[config.mk]
export PLATFORM = sky130hd
export DESIGN_NAME = mem_port_arbiter
export DESIGN_NICKNAME = d
export VERILOG_FILES = /design/src/rtl/mem_port_arbiter.sv
export SDC_FILE = /design/constraint.sdc
export NUM_CORES = 1
export LEC_CHECK = 0
export BUFFER_PORTS_ARGS = -buffer_cell sky130_fd_sc_hd__buf_4
export CORE_AREA = 10 10 203 205
export CTS_CLUSTER_SIZE = 12
export DETAILED_ROUTE_END_ITERATION = 8
export DIE_AREA = 0 0 213 215
export GPL_TIMING_DRIVEN = 0
export REMOVE_ABC_BUFFERS = 1
export SLEW_MARGIN = 20
export SYNTH_ARGS = -nofsm -noshare
export SYNTH_HDL_FRONTEND = slang
export SYNTH_SLANG_ARGS = --single-unit
[constraint.sdc]
create_clock -name arb_clk_i -period 1.5 [get_ports arb_clk_i]
set_input_delay 0.15 -clock arb_clk_i [delete_from_list [all_inputs] [get_ports arb_clk_i]]
set_output_delay 0.15 -clock arb_clk_i [all_outputs]
set_load 0.1 [all_outputs]
[src/rtl/mem_port_arbiter.sv]
// Arbitrates one 64-bit memory bus port between instruction fetch and load/store.
// One transaction in flight at a time: LS has priority, bounded by an IF starvation guard and a response timeout.
module mem_port_arbiter #(
  parameter int DATA_W     = 64,
  parameter int ADDR_W     = 64,
  parameter int STARVE_MAX = 4,
  parameter int TIMEOUT    = 255
) (
  input  logic                arb_clk_i,
  input  logic                arb_rst_n_i,
  input  logic                if_req_i,
  input  logic [ADDR_W-1:0]   if_addr_i,
  output logic                if_gnt_o,
  output logic                if_rvalid_o,
  output logic [DATA_W-1:0]   if_rdata_o,
  input  logic                ls_req_i,
  input  logic                ls_we_i,
  input  logic [ADDR_W-1:0]   ls_addr_i,
  input  logic [DATA_W-1:0]   ls_wdata_i,
  input  logic [DATA_W/8-1:0] ls_wmask_i,
  output logic                ls_gnt_o,
  output logic                ls_rvalid_o,
  output logic [DATA_W-1:0]   ls_rdata_o,
  output logic                mem_req_o,
  output logic                mem_we_o,
  output logic [ADDR_W-1:0]   mem_addr_o,
  output logic [DATA_W-1:0]   mem_wdata_o,
  output logic [DATA_W/8-1:0] mem_wmask_o,
  input  logic                mem_gnt_i,
  input  logic                mem_rvalid_i,
  input  logic [DATA_W-1:0]   mem_rdata_i,
  output logic                arb_err_o
);

  localparam int STRK_W = $clog2(STARVE_MAX + 1);
  localparam int TCNT_W = $clog2(TIMEOUT + 1);
  localparam logic [STRK_W-1:0] STREAK_MAX = STRK_W'(STARVE_MAX);
  localparam logic [TCNT_W-1:0] TCNT_MAX   = TCNT_W'(TIMEOUT);

  typedef enum logic [1:0] {ST_IDLE, ST_ISSUE, ST_WAIT} state_t;
  typedef enum logic {OWN_IF, OWN_LS} owner_t;

  state_t            state, state_nxt;
  owner_t            owner, owner_nxt;
  logic [STRK_W-1:0] streak, streak_nxt;
  logic [TCNT_W-1:0] tcnt, tcnt_nxt;
  logic              pick_ls;
  logic              finish;
  logic [DATA_W-1:0] rsp_data;

  // LS wins unless IF is waiting and has already lost STARVE_MAX times in a row.
  assign pick_ls = ls_req_i && !(if_req_i && (streak == STREAK_MAX));

  always_ff @(posedge arb_clk_i or negedge arb_rst_n_i) begin
    if (!arb_rst_n_i) begin
      state  <= ST_IDLE;
      owner  <= OWN_IF;
      streak <= '0;
      tcnt   <= '0;
    end else begin
      // NOTE: state registers use non-blocking assignments so every flop samples pre-edge values.
      state  <= state_nxt;
      owner  <= owner_nxt;
      streak <= streak_nxt;
      tcnt   <= tcnt_nxt;
    end
  end

  always_comb begin
    // NOTE: every signal written here gets a default first, so no path can infer a latch.
    state_nxt   = state;
    owner_nxt   = owner;
    streak_nxt  = streak;
    tcnt_nxt    = '0;
    finish      = 1'b0;
    rsp_data    = '0;
    mem_req_o   = 1'b0;
    mem_we_o    = 1'b0;
    mem_addr_o  = '0;
    mem_wdata_o = '0;
    mem_wmask_o = '0;
    if_gnt_o    = 1'b0;
    ls_gnt_o    = 1'b0;
    if_rvalid_o = 1'b0;
    ls_rvalid_o = 1'b0;
    if_rdata_o  = '0;
    ls_rdata_o  = '0;
    arb_err_o   = 1'b0;

    case (state)
      ST_IDLE: begin
        if (pick_ls) begin
          owner_nxt = OWN_LS;
          state_nxt = ST_ISSUE;
        end else if (if_req_i) begin
          owner_nxt = OWN_IF;
          state_nxt = ST_ISSUE;
        end
        // An LS win over a waiting IF implies streak < STARVE_MAX, so the increment saturates naturally.
        if (pick_ls && if_req_i) streak_nxt = streak + STRK_W'(1);
        else                     streak_nxt = '0;
      end

      ST_ISSUE: begin
        mem_req_o = 1'b1;
        if (owner == OWN_LS) begin
          mem_we_o    = ls_we_i;
          mem_addr_o  = ls_addr_i;
          mem_wdata_o = ls_wdata_i;
          mem_wmask_o = ls_wmask_i;
          ls_gnt_o    = mem_gnt_i;
        end else begin
          mem_addr_o  = if_addr_i;
          if_gnt_o    = mem_gnt_i;
        end
        if (mem_gnt_i) begin
          state_nxt = ST_WAIT;
          tcnt_nxt  = TCNT_W'(1);
        end
      end

      ST_WAIT: begin
        // tcnt holds the 1-based index of the current WAIT cycle; a real response beats the abort.
        if (mem_rvalid_i) begin
          finish   = 1'b1;
          rsp_data = mem_rdata_i;
        end else if (tcnt == TCNT_MAX) begin
          finish    = 1'b1;
          arb_err_o = 1'b1;
        end
        if (finish) begin
          state_nxt = ST_IDLE;
          if (owner == OWN_LS) begin
            ls_rvalid_o = 1'b1;
            ls_rdata_o  = rsp_data;
          end else begin
            if_rvalid_o = 1'b1;
            if_rdata_o  = rsp_data;
          end
        end else begin
          tcnt_nxt = tcnt + TCNT_W'(1);
        end
      end

      default: state_nxt = ST_IDLE;
    endcase
  end

endmodule

* Yosys cells after proc, flatten, opt, wreduce, memory -nomap -nowiden
Cells that the tools add are included.
Widths: inputs -> output; s select.
** Word-level totals
- Register bits :: 14
- Bits in latches :: 0
- Memory bits (writable) :: 0
- Memory bits (read-only) :: 0
- Bits of input ports :: 271
- Output and inout bits :: 271
- Word-level logic and storage cells :: 63
- Memories kept :: 0
** Operators by class
- Add/sub/neg operators :: 2
- $mul :: 0
- Divide/modulo/power cells :: 0
- Magnitude comparators :: 0
- Equality and inequality tests :: 7
- Shift operators :: 0
- Multiplexer cells :: 42
- Bitwise operators :: 0
- Reduce and logical (&&, ||, !) cells :: 8
** Operator list (count)
- $mux 64 :: 11
- $mux 8 :: 3
- $mux 1 :: 21
- $pmux 8 s2 :: 1
- $add 8x1->8 const B :: 1
- $eq 8x8->1 const B :: 1
- $mux 2 :: 4
- $pmux 2 s3 :: 1
- $ne 2x2->1 const B :: 2
- $add 3x1->3 const B :: 1
- $eq 3x3->1 const B :: 1
- $logic_and 1x1->1 :: 3
- $mux 3 :: 1
- $ne 3x3->1 const B :: 1
- $reduce_and 3->1 :: 1
- $eq 2x1->1 const B :: 1
- $eq 2x2->1 const B :: 1
- $logic_not 2->1 :: 1
- $reduce_and 2->1 :: 1
- $reduce_bool 2->1 :: 1
- $logic_not 1->1 :: 1

* Logic depth before layout (Yosys ltp)
- Word-level depth :: 6
- Depth in mapped cells :: 6
- Gate-level depth less buffers :: 6

* Worst setup path before layout
Ideal clock, no wire load.
- Path type :: register to output
- Start point :: register state[1]
- End point :: output port mem_addr_o[10]
- Arrival time :: 3.251 ns
- Data required time :: 1.350 ns
- Path slack :: -1.901 ns
- Cell stages (with the launch flop) :: 6
- Buffers on the path :: 2
- Path through :: dfrtp_1 -> inv_1 -> ha_1 -> buf_2 -> clkbuf_1 -> nor2b_1
** On the way
- Cells in the longest elaborated chain, start to end :: 2
** RTL lines
- start: declaration :: line 43 : state_t state, state_nxt;
- start signal: assignment :: line 62 : state <= state_nxt;
- $eq 2x1->1 :: line 90 : case (state)
- $mux 64 :: line 90
- end: declaration :: line 26 : output logic [ADDR_W-1:0] mem_addr_o,
No other way between the ends.

* Worst setup path after layout
- Start point :: register state[0]
- End point :: output port ls_rdata_o[0]
** On the way
- Cells in the longest elaborated chain, start to end :: 2
** RTL lines
- $eq 2x2->1 :: line 90
- $mux 64 :: line 90
- end: declaration :: line 23 : output logic [DATA_W-1:0] ls_rdata_o,
No other way between the ends.

==> impl_metrics.json <==
{
  "rsz0062_at_grt": "yes",
  "layout_setup_ws_ns": -0.457,
  "drive_gt1_share_pct": 78.1,
  "p_int_mw": 10.8,
  "ys.flop_type": "dfrtp_1",
  "switching_share_pct": 61.0,
  "num_rows": 71,
  "grt.overflow.total": 0,
  "core-area_um2": 37200,
  "synth_edf_count": 0,
  "drtAntennaViolNets": 0,
  "drv_slew": 0,
  "p_comb_share_pct": 96.0,
  "p_clk_share_pct": 2.0,
  "ir_worst_vdd_uv": 1610,
  "setup_violations": 281,
  "place_congestion": 0.873,
  "io_pins": 542,
  "cts-buffers-inserted": 3,
  "hold_path_class": "input port to register",
  "p_leak_nw": 5.65,
  "worstPathRequired_ns": 1.35,
  "slowest_delay_ns": 0.44,
  "p_switching_mw": 17.0,
  "synth_area_leaders": "mux2i_1, nor2_1, and3_1, nor2b_1, dfrtp_1",
  "dr.pass1.iters": 5,
  "cts.sinks": 14,
  "ys_async_sr_fraction_pct": 100,
  "critPathArrivalTime_ns": 1.81,
  "failed_checks": "setup timing",
  "fin_setup_tns_ns": -91.87,
  "clkLatencyLatePin_ns": 0.24,
  "drt_iter0_drc": 431,
  "yosysTopAreaCell": "mux2i_1",
  "synth_seq_cells": 14,
  "timing.slew.headroom_pct": 56.2,
  "p_seq_share_pct": 2.0,
  "die_y_um": 215,
  "yosysUniqueCellTypes": 30,
  "synthTopCellsByCount": "nor2_1, and3_1, nand2_1, mux2i_1, nor2b_1",
  "syn_avg_cell_area_um2": 6.25,
  "antenna_cells": 0,
  "vias_per_cell": 4.07,
  "grt_max_degree": 67,
  "fin_skew_ns": 0.00168,
  "yosys_warnings": 0,
  "cts-root-buf": "clkbuf_16",
  "netlist_instances": 528,
  "tightest_slew_ns": 0.657,
  "cts_tree": "built",
  "grt_first_pass_wirelength_um": 43700,
  "hold_violations": 0,
  "wl_um": 34900,
  "wl_per_cell_um": 22.5,
  "cp_cell_sequence": "inv_2, ha_4, buf_12, nand2_8, nor2_1, buf_6",
  "power_per_cell_area_nw_per_um2": 2120,
  "clkSlewWorstSetupHoldPaths_ns": 0.05,
  "cts_max_path_buffers": 2,
  "yosys.cell_count.top_type": "nor2_1",
  "critical_path_class": "register to output pin",
  "start_util_pct": 8.87,
  "drc": 0,
  "critPathLaunchType": "register",
  "maxCapViolCount": 0,
  "h-tree-depth": 1,
  "path_max_fanout": 16,
  "nets": 1355,
  "worstHoldPathCells": 2,
  "status": "finished with violations",
  "grt_use_total_pct": 12.5,
  "yosysSeqAreaShare_pct": 10.6,
  "dpl.hpwl_um": 20100,
  "hold_ws_ns": 0.118,
  "num_vias": 6309,
  "max_freq_ghz": 0.511,
  "r2r_cells": 7,
  "slowest_stage": "dfrtp_2",
  "period_share_pct": 130,
  "worst_setup_path_end_kind": "output pin",
  "synth.top_cell.area_share_pct": 19.7,
  "die-area_um2": 45800,
  "antenna_found_initial": 0,
  "fin_crit_ns": 1.96,
  "die_w_um": 213,
  "first_global_vias": 6692,
  "syn_area_um2": 3300,
  "portBuffers": 541,
  "syn_to_final_growth_pct": 297
}
[kinds of logic after synthesis]
logic type | Yosys count | synth area share (%)
AOI/OAI and AO/OA | 14 | 3.07
xor gates and xnor gates | 6 | 1.59
adders and majority gates | 7 | 2.65
buffers and inverters | 58 | 9.51
DFF | 14 | 10.6
muxes | 65 | 19.7
and+or+nand+nor | 364 | 52.8
[power by group through the flow]
stage	registers [mW]	clock network, mW	logic (mW)
2_1_floorplan	0.732	0	9.10
3_3_place_gp	0.733	0	10.4
3_5_place_dp	0.597	0	17.1
4_1_cts	0.550	0.575	23.7
5_1_grt	0.568	0.601	27.3
6_report	0.553	0.564	26.7
[placed cells by master (no fill, tap or decap), types with 2 or more instances in the layout]
cell type,instances
nor2_2,31
and3_1,18
clkbuf_16,6
dfrtp_1,12
buf_8,9
nand2b_4,9
buf_12,227
and3_4,59
nor2_4,71
inv_2,2
buf_4,279
ha_1,4
ha_4,3
buf_16,12
xnor2_1,3
nand2_8,4
mux2i_2,10
xor2_1,3
nand3_1,5
mux2i_4,5
nor2b_4,44
inv_1,2
nor2b_2,2
mux2i_1,50
nor2_1,39
a21oi_1,4
nor2b_1,19
buf_6,56
nand2_1,67
[repair_timing]
action | 4_1_cts | 5_1_grt
hold buffers | 1 | 0
endpoints found under the hold margin | 14 | 0
endpoints found under the setup margin | 281 | 282
cloned | 21 | 8
buffers inserted | 19 | 9
pin swaps | 25 | 25
resized for setup | 679 | 436
[final cells by class]
cell class	count	area, um2
clock buffers	4	88.8
fillers	3484	24100
inverters	4	15.0
multi-input cells	467	4240
flip-flops and latches	14	355
well taps	474	593
repair buffers	587	7820
[flip-flops by register name, indices dropped and copies added (netlist names)]
name and flops:
owner 1, state 2, streak 3, tcnt 8
[worst max-delay path, delay by kind of cell (launching register included)]
kind,cells,cell delay (ns)
buffers and inverters,3,0.54
AND/OR/NAND/NOR,2,0.37
flip-flops,1,0.44
adder cells (fa/ha/maj),1,0.19
[per-stage QoR]
stage / std cells / setup slack, ns / power, mW / utilization [%] / cell area, um2
CTS: 1537 / -0.419 / 24.8 / 30.1 / 11200
global route: 1550 / -0.509 / 28.4 / 35.2 / 13100
detailed placement: 1492 / -0.680 / 17.7 / 20.9 / 7770
finish: 1550 / -0.457 / 27.8 / 35.2 / 13100
global placement: 1489 / -6.14 / 11.1 / 20.6 / 7660
floorplan: 474 / -5.10 / 9.83 / - / 3000
[layer usage]
metal  global-route usage, %  routed length, um  vias to the layer above
li1                        -                  -                     2846
met4                    3.45               1020                        0
met3                    3.33               3320                       53
met5                       0                  0                        -
met2                    23.3              18100                      396
met1                    13.3              12400                     3014
[worst paths after layout]
kind | start | endpoint | slack, ns
worst max-delay path | state[0]$_DFFE_PN0P_ | ls_rdata_o[0] | -0.46
worst min-delay path | if_req_i | owner$_DFFE_PN0P_ | 0.12
worst max register to register | state[0]$_DFFE_PN0P_ | state[1]$_DFFE_PN0P_ | -0.18
worst min register to register | streak[2]$_DFFE_PN0P_ | streak[2]$_DFFE_PN0P_ | 0.51
max in group asynchronous | arb_rst_n_i | owner$_DFFE_PN0P_ | 1.01
min in group asynchronous | arb_rst_n_i | tcnt[6]$_DFF_PN0_ | 0.30
No activity file was read; power rests on OpenSTA's default activity.
